File: config.mk
export PLATFORM = sky130hd
export DESIGN_NAME = sub_cmp_half
export DESIGN_NICKNAME = d
export VERILOG_FILES = /design/src/rtl/sub_cmp_half.sv
export SDC_FILE = /design/constraint.sdc
export NUM_CORES = 1
export LEC_CHECK = 0
export CORE_MARGIN = 3
export CORE_UTILIZATION = 45
export DETAILED_ROUTE_END_ITERATION = 7
export GPL_ROUTABILITY_DRIVEN = 0
export PLACE_DENSITY = 0.81
export SYNTH_ARGS = -nofsm -noshare
export SYNTH_HDL_FRONTEND = slang
export SYNTH_SLANG_ARGS = --single-unit
File: constraint.sdc
create_clock -name vclk -period 4.05
set_clock_uncertainty 0.15 [all_clocks]
set_input_delay 0.6075 -clock vclk [all_inputs]
set_output_delay 0.6075 -clock vclk [all_outputs]
set_load 0.02 [all_outputs]
File: src/rtl/sub_cmp_half.sv
// One half of the carry-split check: subtract with borrow and compare against the expected operand.
module sub_cmp_half #(
    parameter int H = 32
) (
    input  logic [H:0]   minuend,
    input  logic [H-1:0] subtrahend,
    input  logic         borrow_in,
    input  logic [H-1:0] expected,
    output logic         borrow_out,
    output logic         match
);
    logic [H:0] diff_s;

    // Arithmetic is modulo 2^(H+1); the top bit is the borrow (or the extended MSB for the high half).
    always_comb begin
        diff_s     = minuend - {1'b0, subtrahend} - {{H{1'b0}}, borrow_in};
        borrow_out = diff_s[H];
        match      = (diff_s[H-1:0] == expected);
    end
endmodule

==> results of run 1 <==
[synth_stat cells, types with 3 or more instances]
library cell  instances
a32oi_1               3
o31a_1                3
a21o_1                9
o31ai_1               3
o21ai_1               4
o21a_1                8
ha_1                 62
xor2_1               11
a21oi_1              36
clkbuf_1              6
o211ai_1              3
nor3_1               13
nor2_1               39
nand2_1              34
o21ai_0              27
nor2b_1               4
nand4_1              15
xnor2_1              28
a31oi_1               6
or3_1                 3
inv_1                99
nand3_1              11
nor4_1                3
a211oi_1              6
and3_1                5
a221oi_1              3
clkbuf_2              4
buf_2                 5
[cells by family after synthesis]
| kind of cell | count (synthesis) | synth area share (%) |
|---|---|---|
| AO/OA/AOI/OAI | 137 | 28.53 |
| XOR/XNOR | 39 | 10.51 |
| adder cells (fa/ha/maj) | 63 | 24.49 |
| buffers and inverters | 114 | 13.52 |
| multiplexers | 5 | 1.771 |
| AND/OR/NAND/NOR | 139 | 21.18 |
[metrics by stage]
| stage | cell area [um2] | instances | utilization [%] |
|---|---|---|---|
| after floorplan | 3296 | 497 | - |
| after global placement | 5325 | 808 | 77.10 |
| after detailed placement | 5325 | 808 | 77.10 |
| after CTS | 6457 | 838 | 93.50 |
[routing by layer]
metal	GRT overflow	GRT usage, %
met4	130	100.1
met1	6	83.16
met5	0	8.333
met2	420	119.5
met3	3	62.88
[timing repair]
action                                  4_1_cts
gates resized for setup                     257
endpoints found under the setup margin        2
pin swaps                                   118
buffers inserted                             30
==> impl_metrics.yaml, run 1 <==
yosys:
  synth-seq-area-share_pct: 0
  synthCells: 497
  yosysWarnings: 0
  synth_top_area_cell: "ha_1"
  syn_area_per_cell_um2: 6.538
  synth_nets: 658
  synth_top_area_share_pct: 23.87
  synth_area_leaders: "ha_1, inv_1, xnor2_1"
  syn_area_mm2: 0.003249
  yosysUniqueCellTypes: 63
floorplan:
  row_count: 30
  die_width_um: 90.98
  start_util_pct: 47.05
  ios: 100
  die_y_um: 90.98
timing:
  worstEndpointType: "primary output"
  worst_endpoint: "match"
status:
  haltStage: "global routing (5_1_grt)"
  error: "[ERROR GRT-0232] Routing congestion too high. Check the congestion heatmap in the GUI."
  status: "stopped before the end"
place:
  pre_cts_slack_ns: -1.193
  hpwlAfterDp_mm: 9.918
  port_buffers: 100
global_route:
  gr-total-overflow: 559
  grt_max_degree: 7
  grt_use_total_pct: 89.48
clock_network:
  cts_hold_buf: 0
==> run 2, diff against run 1 <==
CORE_UTILIZATION = 40   (was 45)
PLACE_DENSITY = default   (was 0.81)
PLACE_DENSITY_LB_ADDON = 0.15   (was default)
clock period = 5.25 ns   (was 4.05 ns; I/O delays follow)
==> run 2 against run 1 <==
The run now ends clean. Synthesized cell count unchanged. Synthesized area is the same.
==> impl_metrics.yaml, run 2 <==
status:
  status: "finished, final reports clean"
final_layout:
  final_area_mm2: 0.005401
  most-common-layout-cells: "buf_4, inv_1, clkdlybuf4s50_1"
  nClkBuffers: 0
  register_area_um2: 0
  num-fill-cells: 701
  final_cell_count_no_fill: 801
  layout_commonest_cell: "buf_4"
  layout.nets: 862
  syn_to_final_growth_pct: 66.23
  final_layout_size_suffix_gt1_share_pct: 23.46
  nFlopsAndLatches: 0
  diodes: 0
place:
  dpl_cell_area_mm2: 0.005174
  hpwlAfterDp_mm: 9.490
  port_buffers: 100
  dpl.cell_count: 799
detailed_routing:
  drtIter0Drc: 366
  dr.pass1.iters: 5
  wirelength_mm: 11.25
  via_per_inst: 5.489
  num_vias: 4397
  wl_per_cell_um: 14.05
  drc: 0
  ant_nets: 0
critical_path:
  critical_path_class: "in2out"
  crit_chain: "clkdlybuf4s50_1 -> inv_1 -> ha_1 -> inv_1 -> ha_1 -> nand3_1 -> a21o_1 -> a311oi_4 -> nor3_2 -> a2111oi_2 -> nand4_1 -> nor4_2 -> nand4_1 -> nor4b_2 -> buf_4"
  critPathRequiredTime_ns: 4.31
  cp.arrival_ns: 4.28
  cp-start-kind: "primary input"
  slowest_stage: "clkdlybuf4s50_1"
  slowest_delay_ns: 0.45
  path_max_fanout: 5
  cp_top_family: "simple AND/OR/NAND/NOR gates"
  critPathCaptureType: "primary output"
  path_buf_inv: 4
hold_path:
  hold_path_depth: 4
  hold_end: "borrow_out"
  hold_path_startpoint: "minuend[32]"
  hold_path.class: "in2out"
floorplan:
  start_util_pct: 41.62
  dieArea_mm2: 0.009241
  fp.coreArea_mm2: 0.007807
  row_count: 32
  die_y_um: 96.13
  ios: 100
  die_width_um: 96.13
yosys:
  yosysWarnings: 0
  synth-seq-area-share_pct: 0
  syn_area_per_cell_um2: 6.538
  synth_top_area_cell: "ha_1"
  yosysUniqueCellTypes: 63
  synth_nets: 658
  post-synth-top-count-cell: "inv_1"
  synthTopCellsByCount: "inv_1, ha_1, nor2_1"
  synthCells: 497
  synth_top_area_share_pct: 23.87
  syn_area_mm2: 0.003249
  synth_area_leaders: "ha_1, inv_1, xnor2_1"
power:
  vdd_drop_max_v: 0.00007557
  powerDensity_mw_per_mm2: 170.7
  p_leak_nw: 2.581
job:
  maxCapViolCount: 0
timing:
  tns_ns: 0
  max_freq_mhz: 191.5
  relSlewSlack_pct: 62.16
  tightestPinTransition_ns: 0.5603
  finalMaxSlewViolations: 0
  hold_ws_ns: 2.399
  period_share_pct: 99.44
  finalHoldViolations: 0
  period_needed_ns: 5.221
  finalSetupViolCount: 0
global_route:
  gr-total-overflow: 0
  grt_pass1_vias: 3918
  grt_max_degree: 8
  grt_use_total_pct: 21.67
  grt_pass1_wl_mm: 16.46
  grt_antenna_before_repair: 0
run 2: cell counts after synthesis:
No cell type changed its count.
run 2: cell families after synthesis:
| family | count (synthesis) | synth area share (%) |
|---|---|---|
| buffers and inverters | 114 | 13.52 |
| multiplexers | 5 | 1.771 |
| adder cells (fa/ha/maj) | 63 | 24.49 |
| AND/OR/NAND/NOR | 139 | 21.18 |
| XOR/XNOR | 39 | 10.51 |
| AO/OA/AOI/OAI | 137 | 28.53 |
run 2: routing by layer:
| metal | track usage (%) | vias up | share of wire [%] |
|---|---|---|---|
| li1 | - | 2149 | - |
| met1 | 26.45 | 1976 | 40 |
| met2 | 39.62 | 227 | 48 |
| met3 | 1.329 | 45 | 7.9 |
| met4 | 7.583 | 0 | 3.6 |
| met5 | 0 | - | 0 |
run 2: per-stage QoR:
step | setup slack (ns) | power [mW] | util [%]
4_1_cts | -0.1053 | 0.8551 | 66.41
5_1_grt | -0.02956 | 0.9982 | 69.18
6_report | 0.02924 | 0.9220 | 69.18
3_3_place_gp | -0.5018 | 0.8316 | 66.27
3_5_place_dp | -0.5797 | 0.8485 | 66.27
2_1_floorplan | 0.5891 | 0.4619 | -
run 2: worst max path at each step:
stage	startpoint	to	slack, ns	depth (start not counted)
after global placement	subtrahend[0]	match	-0.50	14
after global routing	minuend[3]	match	-0.03	15
after detailed placement	subtrahend[0]	match	-0.58	14
after CTS	subtrahend[0]	match	-0.11	15
final	minuend[3]	match	0.03	15
after floorplan	subtrahend[0]	match	0.59	12
run 2: repair_timing:
action                     in CTS  in global routing
setup buffers                   0                  2
hold buffers                    0                  0
pin swaps                       1                 22
setup endpoints to repair       2                  2
gates resized for setup         7                 44
run 2: cell type report:
class / instances / area [um2] / area share (%)
Timing Repair Buffer: 217 / 1887 / 34.93
Tap cell: 102 / 127.6 / 2.363
Inverter: 99 / 371.6 / 6.880
Multi-Input combinational cell: 383 / 3015 / 55.83
run 2: worst min-delay path, cell delays in order:
cell and delay [ns]:
clkdlybuf4s50_1 0.43, xnor2_1 0.17, xnor2_1 0.06, dlygate4sd2_1 0.31
run 2: where the power goes:
part | internal [mW] | leakage (nW) | total [mW] | switching (mW)
sequential | 0 | 0 | 0 | 0
combinational | 0.472 | 2.58 | 0.922 | 0.450
clock | 0 | 0 | 0 | 0
total | 0.472 | 2.58 | 0.922 | 0.450
No activity file was read; power rests on OpenSTA's default activity.
==> run 3, diff against run 2 <==
PLACE_DENSITY = 0.7   (was default)
PLACE_DENSITY_LB_ADDON = default   (was 0.15)
==> run 3 against run 2 <==
Non-clock buffer count did not move. Critical path depth did not move. Clock-buffer cell count did not move. Maximum frequency rose by 0.69%. Setup slack improved by 0.036 ns. First-iteration DRC count rose by 14%.
==> impl_metrics.yaml, run 3 (same netlist as run 2, synthesis figures left out) <==
timing:
  finalHoldViolations: 0
  relSlewSlack_pct: 68.18
  period_needed_ns: 5.185
  finalSetupViolCount: 0
  period_share_pct: 98.76
  tns_ns: 0
  hold_ws_ns: 2.343
  finalMaxSlewViolations: 0
  tightestPinTransition_ns: 0.4739
  max_freq_mhz: 192.9
floorplan:
  dieArea_mm2: 0.009241
  die_width_um: 96.13
  ios: 100
  row_count: 32
  fp.coreArea_mm2: 0.007807
  start_util_pct: 41.62
  die_y_um: 96.13
final_layout:
  layout_commonest_cell: "buf_4"
  multi_input_area_mm2: 0.002982
  nFlopsAndLatches: 0
  final_util_pct: 68.93
  syn_to_final_growth_pct: 65.61
  layout.nets: 862
  final_cell_count_no_fill: 801
  register_area_um2: 0
  nClkBuffers: 0
  most-common-layout-cells: "buf_4, inv_1, clkdlybuf4s50_1"
  num-fill-cells: 658
  final_layout_size_suffix_gt1_share_pct: 22.60
  diodes: 0
  final_area_mm2: 0.005381
job:
  maxCapViolCount: 0
global_route:
  gr-total-overflow: 0
  grt_pass1_vias: 4012
  grt_antenna_before_repair: 0
  grt_pass1_wl_mm: 17.02
  grt_use_total_pct: 22.24
  grt_max_degree: 8
power:
  vdd_drop_max_v: 0.00007544
  p_clk_share_pct: 0
  power_switching_uw: 445.9
  share_comb_of_total_power_pct: 100.0
  intPower_uw: 465.2
  p_leak_nw: 2.571
  netSwitchingFraction_pct: 48.94
  seqPwrFrac_pct: 0
  powerDensity_mw_per_mm2: 169.3
critical_path:
  slowest_stage: "clkdlybuf4s50_1"
  critPathRequiredTime_ns: 4.31
  slowest_delay_ns: 0.46
  crit_chain: "clkdlybuf4s50_1 -> inv_1 -> ha_1 -> inv_1 -> ha_1 -> nand3_2 -> a21o_1 -> a311oi_4 -> nor3_2 -> a2111oi_2 -> nand4_1 -> nor4_2 -> nand4_1 -> nor4b_2 -> buf_4"
  cp-start-kind: "primary input"
  critPathCaptureType: "primary output"
  path_max_fanout: 3
  critical_path_class: "in2out"
  cp.arrival_ns: 4.25
detailed_routing:
  ant_nets: 0
  drtIter0Drc: 419
  drc: 0
  dr.pass1.iters: 5
  wirelength_mm: 11.04
  num_vias: 4337
  via_per_inst: 5.414
  wl_per_cell_um: 13.78
hold_path:
  hold_path.class: "in2out"
status:
  status: "finished, final reports clean"
place:
  port_buffers: 100
  hpwlAfterDp_mm: 9.509
  dpl.cell_count: 799
  dpl_cell_area_mm2: 0.005174
clock_network:
  cts_hold_buf: 0
==> run 3: cell count changes in the layout (fill, tap and decap cells not counted), sizes merged <==
cell,previous run,this run
clkdlybuf4s15,0,1
dlygate4sd2,1,0
==> run 3: path summary, 6_finish.rpt <==
| path | from | depth (start not counted) | slack (ns) | end |
|---|---|---|---|---|
| hold / removal | minuend[32] | 4 | 2.34 | borrow_out |
| setup / recovery | minuend[5] | 15 | 0.06 | match |
==> run 3: area by class of cell <==
type | count | share of cell area, %
inverter | 99 | 6.905
multi-input combinational | 383 | 55.41
timing repair buffer | 217 | 35.32
tap | 102 | 2.372
==> run 3: routing by layer <==
layer | share of wire, % | vias to the layer above | routed length (um) | GRT usage, %
li1 | - | 2146 | - | -
met1 | 41 | 1956 | 4560 | 28.41
met2 | 48 | 200 | 5344 | 39.79
met3 | 7.5 | 35 | 830 | 1.564
met4 | 2.8 | 0 | 304 | 6.043
met5 | 0 | - | 0 | 0
==> run 3: metrics by stage <==
step	total power [mW]	setup slack (ns)
after floorplan	0.4619	0.5891
after global placement	0.8282	-0.4685
after detailed placement	0.8450	-0.5044
after CTS	0.8594	0.0002971
after global routing	0.9880	-0.09795
final	0.9111	0.06486
==> run 3: critical path: cells and delay by family <==
| family | cells | cell delay (ns) |
|---|---|---|
| and+or+nand+nor | 6 | 1.10 |
| adders and majority gates | 2 | 0.59 |
| buffers and inverters | 4 | 0.74 |
| AOI/OAI and AO/OA | 3 | 1.01 |
==> run 3: timing repair <==
| action | CTS | global route |
|---|---|---|
| buffers inserted | 0 | 2 |
| setup endpoints to repair | 2 | 2 |
| resized for setup | 14 | 32 |
| pin swaps | 2 | 17 |
==> run 3: power by group through the flow <==
stage	Clock (mW)	Combinational, mW	Sequential [mW]
3_3_place_gp	0	0.828	0
3_5_place_dp	0	0.845	0
2_1_floorplan	0	0.462	0
6_report	0	0.911	0
4_1_cts	0	0.859	0
5_1_grt	0	0.988	0
==> RTL edit (flow settings as in run 3) <==
`H`: 32 -> 64.
--- a/src/rtl/sub_cmp_half.sv
+++ b/src/rtl/sub_cmp_half.sv
@@ -1,5 +1,5 @@
 // One half of the carry-split check: subtract with borrow and compare against the expected operand.
 module sub_cmp_half #(
-    parameter int H = 32
+    parameter int H = 64
 ) (
     input  logic [H:0]   minuend,
Ports: changed (resized expected, minuend and subtrahend); port bits go from 100 to 196. The function was not compared with the original's and may differ.
==> RTL edit against run 3 <==
  * The run now ends with setup timing left
  * Fmax is 14% lower
  * Cell area is 130% higher
  * Area after synthesis is 120% higher
  * Non-clock buffer count is 364 higher
  * Critical path type unchanged
  * Die area is 110% higher
  * Highest routed layer unchanged
  * Via count is 150% higher
  * Core utilization is 2.1 points higher
  * Worst setup slack worse by 0.86 ns
  * Routed wire length grew to 2.9 times the old value
  * Synthesized cell count is 130% higher
  * Power grew to 2.5 times the old value
==> RTL edit: results (changes against run 3) <==
Status
  • Run status: finished with violations
  • Failing checks: setup timing

Routing
  • Vias per Instance: 5.68 (+4.9%)
  • Wire per inst: 16.9 um (+22%)
  • Wl on met1: 12200 um (+170%)
  • Metal3 WL: 3910 um (+370%)
  • WL met2: 13700 um (+160%)
  • Initial detailed-routing violation count: 1275 (+200%)
  • TritonRoute pass-1 iters: 6 (+1)
  • Top sig layer: met4

Worst setup path
  • Slowest stage delay, CP: 0.58 ns (+0.12 ns)
  • Critical path data arrival time: 5.11 ns (+0.86 ns)
  • Crit path from: minuend[42]
  • Worst-path fanout max: 5 (+2)
  • Max stage delay cell, worst path: or4_1

Power
  • Peak VDD IR: 0.0000928 V (+23%)
  • Pleak: 5.91 nW (+130%)
  • P per Cell Area: 184 mW/mm2 (+8.5%)
  • Net Sw Power: 1.15 mW (+160%)

Finish
  • Sequential cell count: 0 (unchanged)
  • Final #Nets: 1997 (+130%)

Logic synthesis
  • Syn_nets: 1451 (+120%)
  • Synth Warn #: 0 (unchanged)
  • Most frequent cells after synthesis: 194 x inv_1, 126 x ha_1, 106 x nand2_1, 102 x a21oi_1, 75 x nor2_1
  • Synth top area cells: ha_1 22%, inv_1 10%, a21oi_1 7.0%
  • Distinct cell type count after synthesis: 80 (+27%)

Global routing
  • Grt met3 use: 0.0797 (+0.0641)
  • Met2 usage: 0.499 (+0.102)
  • GR Util met1: 0.376 (+0.0920)
  • GR Util All Layers: 0.307 (+0.0849)
  • First-pass GRT wire length: 50500 um (+200%)
  • Number of global-route vias before repair: 10500 (+160%)

Placed design
  • # port buffers: 196 (+96%)
  • Post-Place Worst Slack: -1.46 ns (-0.957 ns)
  • Hpwl dp: 28200 um (+200%)

STA
  • Fin worst setup slack: -0.800 ns (-0.865 ns)
  • TNS Setup: -0.836 ns (-0.836 ns)
  • Final setup viols: 2 (+2)
  • Hold WS: 2.24 ns (-0.102 ns)
  • Worst Max-Slew Pin Slew: 0.924 ns (+0.450 ns)

Clocking
  • CTS resizes: 59 (+45)
  • Postcts setup bufs: 6 (+6)

Hold path
  • Worst Min Path Start: minuend[64]
## RTL edit: cell types whose count changed after synthesis, sizes merged, moves of 36 or more
cell / change
ha: +64
a21oi: +71
nand2: +72
inv: +95
nor2: +36
o21ai: +49
## RTL edit: area by class of cell
class / instances / area (um2)
Tap cell: 225 / 282
Multi-Input combinational cell: 898 / 6600
Fill cell: 1466 / 5080
Timing Repair Buffer: 581 / 4850
Inverter: 194 / 728
## RTL edit: metrics by stage
step	instance area, um2	utilization	instances
6_report	12500	0.710	1898
5_1_grt	12500	0.710	1898
4_1_cts	12400	0.706	1898
3_5_place_dp	12200	0.695	1892
3_3_place_gp	12200	0.695	1892
2_1_floorplan	7270	-	1129
## RTL edit: logic make-up after synthesis
logic type               share of synthesized area
buffers and inverters                        0.125
AND/OR/NAND/NOR                              0.236
multiplexers                                0.0167
XOR/XNOR                                     0.102
adder cells (fa/ha/maj)                      0.223
AO/OA/AOI/OAI                                0.297
